<file path="src/rtl/cp0_pkg.sv">
// CP0 shared definitions: register numbers, field positions, exception codes.
package cp0_pkg;

    // Coprocessor-0 register numbers as seen on A1/A2
    localparam logic [4:0] REG_SR    = 5'd12;
    localparam logic [4:0] REG_CAUSE = 5'd13;
    localparam logic [4:0] REG_EPC   = 5'd14;
    localparam logic [4:0] REG_PRID  = 5'd15;

    // Field bit positions inside SR and Cause
    localparam int SR_IE_BIT     = 0;
    localparam int SR_EXL_BIT    = 1;
    localparam int SR_IM_LO      = 10;
    localparam int SR_IM_HI      = 15;
    localparam int CAUSE_EXC_LO  = 2;
    localparam int CAUSE_EXC_HI  = 6;
    localparam int CAUSE_IP_LO   = 10;
    localparam int CAUSE_IP_HI   = 15;
    localparam int CAUSE_BD_BIT  = 31;

    // Exception codes latched into Cause.ExcCode
    typedef enum logic [4:0] {
        EXC_INT  = 5'd0,
        EXC_ADEL = 5'd4,
        EXC_ADES = 5'd5,
        EXC_RI   = 5'd10,
        EXC_OV   = 5'd12
    } exc_code_e;

    // Implemented Status fields
    typedef struct packed {
        logic [5:0] im;
        logic       exl;
        logic       ie;
    } sr_t;

    // Place the implemented Status fields at their architectural bit positions
    function automatic logic [31:0] sr_word(input sr_t s);
        logic [31:0] w;
        w = '0;
        w[SR_IM_HI:SR_IM_LO] = s.im;
        w[SR_EXL_BIT]        = s.exl;
        w[SR_IE_BIT]         = s.ie;
        return w;
    endfunction

endpackage

</file>
<file path="src/rtl/cp0_if.sv">
// CP0 pipeline-facing bus: register access, victim info, interrupt lines.
interface cp0_if;
    logic [4:0]  A1;
    logic [4:0]  A2;
    logic [31:0] DIn;
    logic        WE;
    logic [29:0] PC;
    logic        BD;
    logic [4:0]  ExcCode;
    logic [5:0]  HWInt;
    logic        EXLClr;
    logic        IntReq;
    logic [29:0] EPC;
    logic [31:0] DOut;

    // Pipeline side
    modport master (
        output A1, A2, DIn, WE, PC, BD, ExcCode, HWInt, EXLClr,
        input  IntReq, EPC, DOut
    );

    // Coprocessor side
    modport slave (
        input  A1, A2, DIn, WE, PC, BD, ExcCode, HWInt, EXLClr,
        output IntReq, EPC, DOut
    );
endinterface

</file>
<file path="src/rtl/cp0_req_gen.sv">
// Request generation: decides whether this cycle takes an interrupt or
// exception and which code to record. Build option CP0_EXC_EN enables
// synchronous exceptions; without it only interrupts are taken.
module cp0_req_gen
    import cp0_pkg::*;
(
    input  logic [5:0] hwint,
    input  sr_t        sr,
    input  logic [4:0] exccode,
    output logic       int_pend,
    output logic       exc_pend,
    output logic       int_req,
    output logic [4:0] exc_lat
);

    logic [5:0] masked;

    // Per-line interrupt masking by SR.IM
    generate
        for (genvar gi = 0; gi < 6; gi++) begin : g_mask
            assign masked[gi] = hwint[gi] & sr.im[gi];
        end
    endgenerate

    // Live interrupt lines feed straight through so the request has no latency
    assign int_pend = (|masked) & sr.ie & ~sr.exl;

`ifdef CP0_EXC_EN
    assign exc_pend = (exccode != EXC_INT) & ~sr.exl;
    // Interrupt wins over a coincident exception
    assign exc_lat  = int_pend ? EXC_INT : exccode;
`else
    logic unused_exccode;
    assign unused_exccode = ^exccode;
    assign exc_pend = 1'b0;
    assign exc_lat  = EXC_INT;
`endif

    assign int_req = int_pend | exc_pend;

endmodule

</file>
<file path="src/rtl/cp0.sv">
// CP0 top: SR/Cause/EPC registers, capture on request, eret, mtc0 writes and
// the combinational read mux. Build option CP0_EXC_EN (see cp0_req_gen)
// lets ExcCode raise requests.
module cp0
    import cp0_pkg::*;
#(
    parameter logic [31:0] PRID_VAL = 32'h0000_2017
) (
    input  logic clk,
    input  logic reset,
    cp0_if.slave bus
);

    sr_t         sr_reg;
    logic        bd_reg;
    logic [5:0]  ip_reg;
    logic [4:0]  exc_reg;
    logic [29:0] epc_reg;

    logic        int_pend;
    logic        exc_pend;
    logic        int_req;
    logic [4:0]  exc_lat;
    logic [31:0] cause_word;

    cp0_req_gen u_req_gen (
        .hwint    (bus.HWInt),
        .sr       (sr_reg),
        .exccode  (bus.ExcCode),
        .int_pend (int_pend),
        .exc_pend (exc_pend),
        .int_req  (int_req),
        .exc_lat  (exc_lat)
    );

    // The pending flags are folded into int_req; kept as ports for visibility
    logic unused_pend;
    assign unused_pend = int_pend ^ exc_pend;

    // State update: request capture beats eret, which beats mtc0
    always_ff @(posedge clk or posedge reset) begin
        if (reset) begin
            sr_reg  <= '0;
            bd_reg  <= 1'b0;
            ip_reg  <= '0;
            exc_reg <= '0;
            epc_reg <= '0;
        end else begin
            ip_reg <= bus.HWInt;
            if (int_req) begin
                sr_reg.exl <= 1'b1;
                bd_reg     <= bus.BD;
                epc_reg    <= bus.BD ? (bus.PC - 30'd1) : bus.PC;
                exc_reg    <= exc_lat;
            end else if (bus.EXLClr) begin
                sr_reg.exl <= 1'b0;
            end else if (bus.WE) begin
                case (bus.A2)
                    REG_SR: begin
                        sr_reg.im  <= bus.DIn[SR_IM_HI:SR_IM_LO];
                        sr_reg.exl <= bus.DIn[SR_EXL_BIT];
                        sr_reg.ie  <= bus.DIn[SR_IE_BIT];
                    end
                    REG_EPC: epc_reg <= bus.DIn[31:2];
                    default: ;
                endcase
            end
        end
    end

    // Cause layout: BD at 31, IP at 15:10, ExcCode at 6:2, rest zero
    assign cause_word = {bd_reg, 15'b0, ip_reg, 3'b0, exc_reg, 2'b0};

    // Combinational read port; reads see current register contents only
    always_comb begin
        bus.DOut = '0;
        case (bus.A1)
            REG_SR:    bus.DOut = sr_word(sr_reg);
            REG_CAUSE: bus.DOut = cause_word;
            REG_EPC:   bus.DOut = {epc_reg, 2'b00};
            REG_PRID:  bus.DOut = PRID_VAL;
            default:   bus.DOut = '0;
        endcase
    end

    assign bus.IntReq = int_req;
    assign bus.EPC    = epc_reg;

endmodule

</file>
<file path="src/flat_wrapper.sv">
// flat-port wrapper written by rule: the top's interface ports become plain ports
module cp0_flat import cp0_pkg::*;
#(
    parameter logic [31:0] PRID_VAL = 32'h0000_2017
)
  (clk, reset, bus_A1, bus_A2, bus_DIn, bus_WE, bus_PC, bus_BD, bus_ExcCode, bus_HWInt, bus_EXLClr, bus_IntReq, bus_EPC, bus_DOut);
  cp0_if bus_i ();
  input  logic clk;
  input  logic reset;
  input wire logic [$bits(bus_i.A1)-1:0] bus_A1;
  input wire logic [$bits(bus_i.A2)-1:0] bus_A2;
  input wire logic [$bits(bus_i.DIn)-1:0] bus_DIn;
  input wire logic [$bits(bus_i.WE)-1:0] bus_WE;
  input wire logic [$bits(bus_i.PC)-1:0] bus_PC;
  input wire logic [$bits(bus_i.BD)-1:0] bus_BD;
  input wire logic [$bits(bus_i.ExcCode)-1:0] bus_ExcCode;
  input wire logic [$bits(bus_i.HWInt)-1:0] bus_HWInt;
  input wire logic [$bits(bus_i.EXLClr)-1:0] bus_EXLClr;
  output wire logic [$bits(bus_i.IntReq)-1:0] bus_IntReq;
  output wire logic [$bits(bus_i.EPC)-1:0] bus_EPC;
  output wire logic [$bits(bus_i.DOut)-1:0] bus_DOut;
  assign bus_i.A1 = bus_A1;
  assign bus_i.A2 = bus_A2;
  assign bus_i.DIn = bus_DIn;
  assign bus_i.WE = bus_WE;
  assign bus_i.PC = bus_PC;
  assign bus_i.BD = bus_BD;
  assign bus_i.ExcCode = bus_ExcCode;
  assign bus_i.HWInt = bus_HWInt;
  assign bus_i.EXLClr = bus_EXLClr;
  assign bus_IntReq = bus_i.IntReq;
  assign bus_EPC = bus_i.EPC;
  assign bus_DOut = bus_i.DOut;
  cp0 #(.PRID_VAL(PRID_VAL)) u_core (.clk(clk), .reset(reset), .bus(bus_i));
endmodule
</file>
<file path="config.mk">
export PLATFORM = sky130hd
export DESIGN_NAME = cp0_flat
export DESIGN_NICKNAME = d
export VERILOG_FILES = /design/src/rtl/cp0_pkg.sv /design/src/rtl/cp0_if.sv /design/src/rtl/cp0_req_gen.sv /design/src/rtl/cp0.sv /design/src/flat_wrapper.sv
export SDC_FILE = /design/constraint.sdc
export NUM_CORES = 1
export LEC_CHECK = 0
export BUFFER_PORTS_ARGS = -buffer_cell sky130_fd_sc_hd__buf_2
export CAP_MARGIN = 10
export CORE_MARGIN = 2
export CORE_UTILIZATION = 46
export CTS_CLUSTER_SIZE = 12
export DETAILED_ROUTE_END_ITERATION = 7
export PLACE_DENSITY_LB_ADDON = 0.3
export RECOVER_POWER = 50
export SLEW_MARGIN = 20
export SYNTH_ARGS = -nofsm -noshare
export SYNTH_HDL_FRONTEND = slang
export SYNTH_SLANG_ARGS = --single-unit
</file>
<file path="constraint.sdc">
create_clock -name clk -period 2.3 [get_ports clk]
set_clock_uncertainty 0.1 [all_clocks]
set_input_delay 0.23 -clock clk [delete_from_list [all_inputs] [get_ports clk]]
set_output_delay 0.23 -clock clk [all_outputs]
set_load 0.02 [all_outputs]
</file>
== Yosys cells after proc, flatten, opt, wreduce, memory -nomap -nowiden ==
Cells that the tools add are included.
Storage, ports and cells
  bits in registers: 45
  bits in latches: 0
  RAM bits: 0
  memory bits (read-only): 0
  input bits: 88
  word-level logic and storage cells: 43
  memories: 0
Operators by class
  $add $sub $neg: 1
  $mul: 0
  div/mod/pow operators: 0
  $lt $le $gt $ge: 0
  equal/unequal tests: 7
  shift operators: 0
  multiplexer cells: 10
  bitwise gates (word level): 11
  reduce and logical (&&, ||, !) cells: 8
Operators by type and width (number)
  $mux W30: 5
  $pmux W32 S4: 1
  $eq A5 B4 Y1 const B: 6
  $sub A30 B1 Y30 const B: 1
  $and A1 B1 Y1: 8
  $reduce_bool A3 Y1: 2
  $reduce_or A6 Y1: 1
  $mux W2: 2
  $reduce_and A4 Y1: 1
  $reduce_bool A2 Y1: 2
  $not A1 Y1: 3
  $reduce_and A3 Y1: 1
  $mux W1: 2
  $ne A2 B1 Y1 const B: 1
  $reduce_and A2 Y1: 1

== Depth between registers and ports, before layout ==
  depth after elaboration: 6
  gate-level depth with buffers: 7
  gate-level depth less buffers: 6

== Cells and area by module ==
A second synthesis with hierarchy kept.
Unflattened totals
  cells, all modules: 364
  area, all modules: 3256.9 um^2
Modules (own cells, without submodules)
  cp0: instances 1, cells an instance 351, area each 3165.5 um^2, sequential area each 1251.2 um^2
  cp0_req_gen: instances 1, cells an instance 13, area each 91.3 um^2, sequential area each 0.0 um^2

== Least setup slack after synthesis ==
No wires, ideal clock.
  path kind: register -> register
  start: reg u_core.sr_reg[4] (netlist name)
  end: reg u_core.sr_reg[0] (netlist name)
  setup time: 0.128 ns
  data arrival time: 1.721 ns
  required time: 2.072 ns
  setup slack: 0.351 ns
  cell stages (with the launch flop): 6
  path buffers: 1
  path through: dfrtp_1 > a22oi_1 > a311oi_2 > or4_1 > buf_2 > mux2_1
On the way
  longest elaborated chain between the ends: 6
Ends and longest elaborated chain
  start, declared: line cp0.sv:14  | sr_t sr_reg;
  $and A1 B1 Y1: line cp0_req_gen.sv:21  | assign masked[gi] = hwint[gi] & sr.im[gi];
  $reduce_or A6 Y1: line cp0_req_gen.sv:26  | assign int_pend = (|masked) & sr.ie & ~sr.exl;
  $and A1 B1 Y1 (2 in series): line cp0_req_gen.sv:26
  $not A1 Y1 (no source line)
  $reduce_and A4 Y1 (no source line)
No other way between the ends.
A chain may end at the register's enable or synchronous reset.

== Final worst setup path ==
Ends and elaborated chain as after synthesis.

==> flow_results.org <==
** Status
- Outcome :: complete, no violations

** Power
- Power density over cell area :: 776.9 mW/mm²
- IR analysis of the VDD net gives a maximum drop of 431.3 µV.
- The analysis attributes to cell leakage a power of 1.934 nW.
- Overall power consumption after layout is estimated at 0.003081 W.

** GRT
- Entering global routing, the biggest net connects 64 pins.
- Global route total overflow :: 0
- The first global-routing pass estimated 14.81 mm of wire.
- The number of global-route vias before repair is 3048.
- The initial antenna violation count came to 0.
- Global routing consumed, over all layers together, 25.64% of the routing resources.

** Synth
- A synthesized cell averages 9.303 µm².
- Synth top cells by count :: sky130_fd_sc_hd__and3_1 (47), sky130_fd_sc_hd__dfrtp_1 (45), sky130_fd_sc_hd__a211oi_1 (26)
- Counting every instance in the synthesized netlist gives 324.
- After synthesis, the largest area contributor takes up 37.36% of total cell area.
- Cell with the most instances after synthesis :: sky130_fd_sc_hd__and3_1
- Yosys warning count :: 0
- Post-Syn Nets :: 413
- Sequential share of the synthesized area :: 37.36%
- The number of different library cells used by synthesis comes to 48.
- EDFF count, synth :: 0
- Largest cells by area after synthesis :: sky130_fd_sc_hd__dfrtp_1 (37%), sky130_fd_sc_hd__and3_1 (9.8%), sky130_fd_sc_hd__a211oi_1 (6.5%)
- Most area-hungry cell type in the Yosys netlist :: sky130_fd_sc_hd__dfrtp_1
- In the synthesized netlist the dominant register cell turns out to be sky130_fd_sc_hd__dfrtp_1.
- For this run, asynchronously set or reset flops after synthesis account for 100.0%.
- The mapped netlist covers 0.003014 mm².
- Synthesis inferred 45 register bits.

** Clock tree
- Clock Sinks :: 45
- Clock-pin slew was measured on the worst setup and hold paths at 0.09 ns.
- Worst skew pair latency :: 0.30 ns
- CTS Buf Count :: 5
- In this run the deepest clock path goes through 2 buffers.
- Buffer cell driving the clock tree root :: sky130_fd_sc_hd__clkbuf_8
- Once the clock tree was built, the setup fixing pass inserted 0 buffers.
- CTS tree :: yes
- H-tree lvl count :: 2

** Floorplan
- Initial Utilization :: 47.47%
- From bottom edge to top edge, the die measures 84.95 µm.
- 151 I/O pins were placed.
- The region available for standard cell placement spans 0.006350 mm².
- Area enclosed by the die boundary :: 0.007216 mm²
- The die is 84.95 µm wide.
- After floorplanning, the core was divided into 29 placement rows.

** Routing
- The highest layer touched by signal routing is met4.
- Number of detailed-route iterations in the first pass :: 5
- The detailed router put a total of 4.181 mm of wire on met1.
- Via count :: 3246
- Summed over all nets, wire length on met3 after detailed routing comes to 722 µm.
- Summed over all layers, the routed wires come to 9.485 mm.
- After detailed routing, the average wire length per cell comes to 17.31 µm.
- After detailed routing, the number of remaining DRC violations is 0.
- For this block, the initial DRC count from the detailed router was 193.
- Number of nets with antenna violations after detailed routing :: 0
- In the detailed route, the total length drawn on met2 is 4.424 mm.
- After detailed routing, the number of vias per cell comes to 5.923.

** STA
- Setup violations remaining at the end of the flow were counted as 0.
- Hold violation total from the final report :: 0
- After routing, the total negative slack on setup checks comes to 0 ns.
- Fraction of the cycle the final worst path needs :: 95.55%
- Shortest clock period the worst path allows after layout :: 2.198 ns
- Setup repair after global routing left no endpoint under its margin.
- Worst Max-Slew Pin Slew :: 0.9577 ns
- Relative max-transition margin :: 36.15%
- Slew Viols, Final :: 0
- Maximum operating frequency :: 455.0 MHz

** Worst setup path
- The critical path is of the flop to flop type.
- Startpoint types :: flop
- Required time reported for the critical path endpoint :: 2.39 ns
- Arrival @ worst endpoint :: 2.29 ns
- Max Fanout on Critical Path :: 7
- The worst setup path is captured at a flop.

** Placed design
- Routability cong. :: 0.8585
- Port-buffer cells :: 145
- Once placement finished, the instance area stood at 0.003844 mm².
- The HPWL after detailed placement is 6.823 mm.

** Final layout
- Area Overhead vs Synth :: 31.55%
- Fillcell total :: 601
- Measured on the finished design, the core utilization comes to 62.44%.
- Total area of multi-input combinational cells :: 0.001779 mm²
- Post-layout instance area :: 0.003965 mm²
- The register with the most flip-flops in the layout has 30 of them.
- Count of nets after finishing :: 559
- The repair_antennas step left the layout with diodes totalling 0.
- Sequential Area :: 0.001126 mm²
- Share of layout cells above drive strength 1 :: 32.70%

** Min path
- Class of the tightest hold or removal check :: input port to flop

** Job
- The tool flagged a number of max-cap violations equal to 0.
==> cell usage in the layout (no fill, tap or decap), drive strengths merged, types with 6 or more instances in the layout <==
master,n
xor2,12
mux2,8
a21oi,17
nand2,17
a31oi,12
o31ai,9
nor2,10
dlygate4sd3,7
buf,128
clkbuf,35
inv,6
o21ai,14
a22oi,9
nor4,6
a211oi,26
and3,47
or4,9
dfrtp,45
==> final timing paths <==
kind                                 endpoint  cells past startpoint  slack [ns]             start
max                          u_core.sr_reg[0]                      4        0.10  u_core.sr_reg[4]
min                          u_core.sr_reg[1]                      2        0.03        bus_EXLClr
max reg2reg                  u_core.sr_reg[0]                      4        0.10  u_core.sr_reg[4]
min reg2reg                  u_core.sr_reg[5]                      1        0.43  u_core.sr_reg[5]
max in group asynchronous  u_core.bus.EPC[20]                      4        0.39             reset
min in group asynchronous    u_core.sr_reg[1]                      3        0.43             reset
==> area by class of cell <==
class / count / share of cell area, %
clock buffers: 5 / 1.736
clock inverters: 3 / 0.5364
inverters: 5 / 0.4733
multi-input cells: 248 / 44.87
flip-flops and latches: 45 / 28.40
well taps: 77 / 2.430
repair buffers: 165 / 21.55
==> critical path, cell delays in order (launching register included) <==
cell and delay, ns:
sky130_fd_sc_hd__dfrtp_1 0.40, sky130_fd_sc_hd__a22oi_1 0.32, sky130_fd_sc_hd__a311oi_4 0.17, sky130_fd_sc_hd__or4_1 0.71
sky130_fd_sc_hd__mux2_1 0.39
==> power breakdown <==
| group | internal [W] | switching (W) |
|---|---|---|
| clock | 0.000216 | 0.000289 |
| sequential | 0.00109 | 0.000249 |
| combinational | 0.000449 | 0.000788 |
| total | 0.00175 | 0.00133 |
==> metrics by stage <==
stage	hold WS [ns]	instances	setup WS (ns)
after floorplan	0.1614	324	0.3513
after global placement	0.1073	533	0.1613
after detailed placement	0.1110	533	0.1148
after CTS	0.02097	548	0.08961
after global routing	0.03634	548	0.01850
final	0.03029	548	0.1023
==> what timing repair did <==
item / in CTS / in global routing
endpoints found under the hold margin: 20 / 0
resized for setup: 1 / 0
hold buffers: 7 / 0
endpoints found under the setup margin: 1 / 0
==> logic make-up after synthesis <==
logic type | count (synthesis) | share of synthesized area, %
multiplexers | 13 | 4.649
adder cells (fa/ha/maj) | 1 | 0.4150
AO/OA/AOI/OAI | 96 | 21.38
AND/OR/NAND/NOR | 123 | 27.36
XOR/XNOR | 15 | 4.359
buffers and inverters | 31 | 4.483
flip-flops | 45 | 37.36
==> layer usage <==
metal / up-vias / GRT usage, %
met5: - / 0
met4: 0 / 7.792
met3: 16 / 4.767
met2: 150 / 41.05
met1: 1533 / 35.47
li1: 1547 / -
No activity file was read; power rests on OpenSTA's default activity.
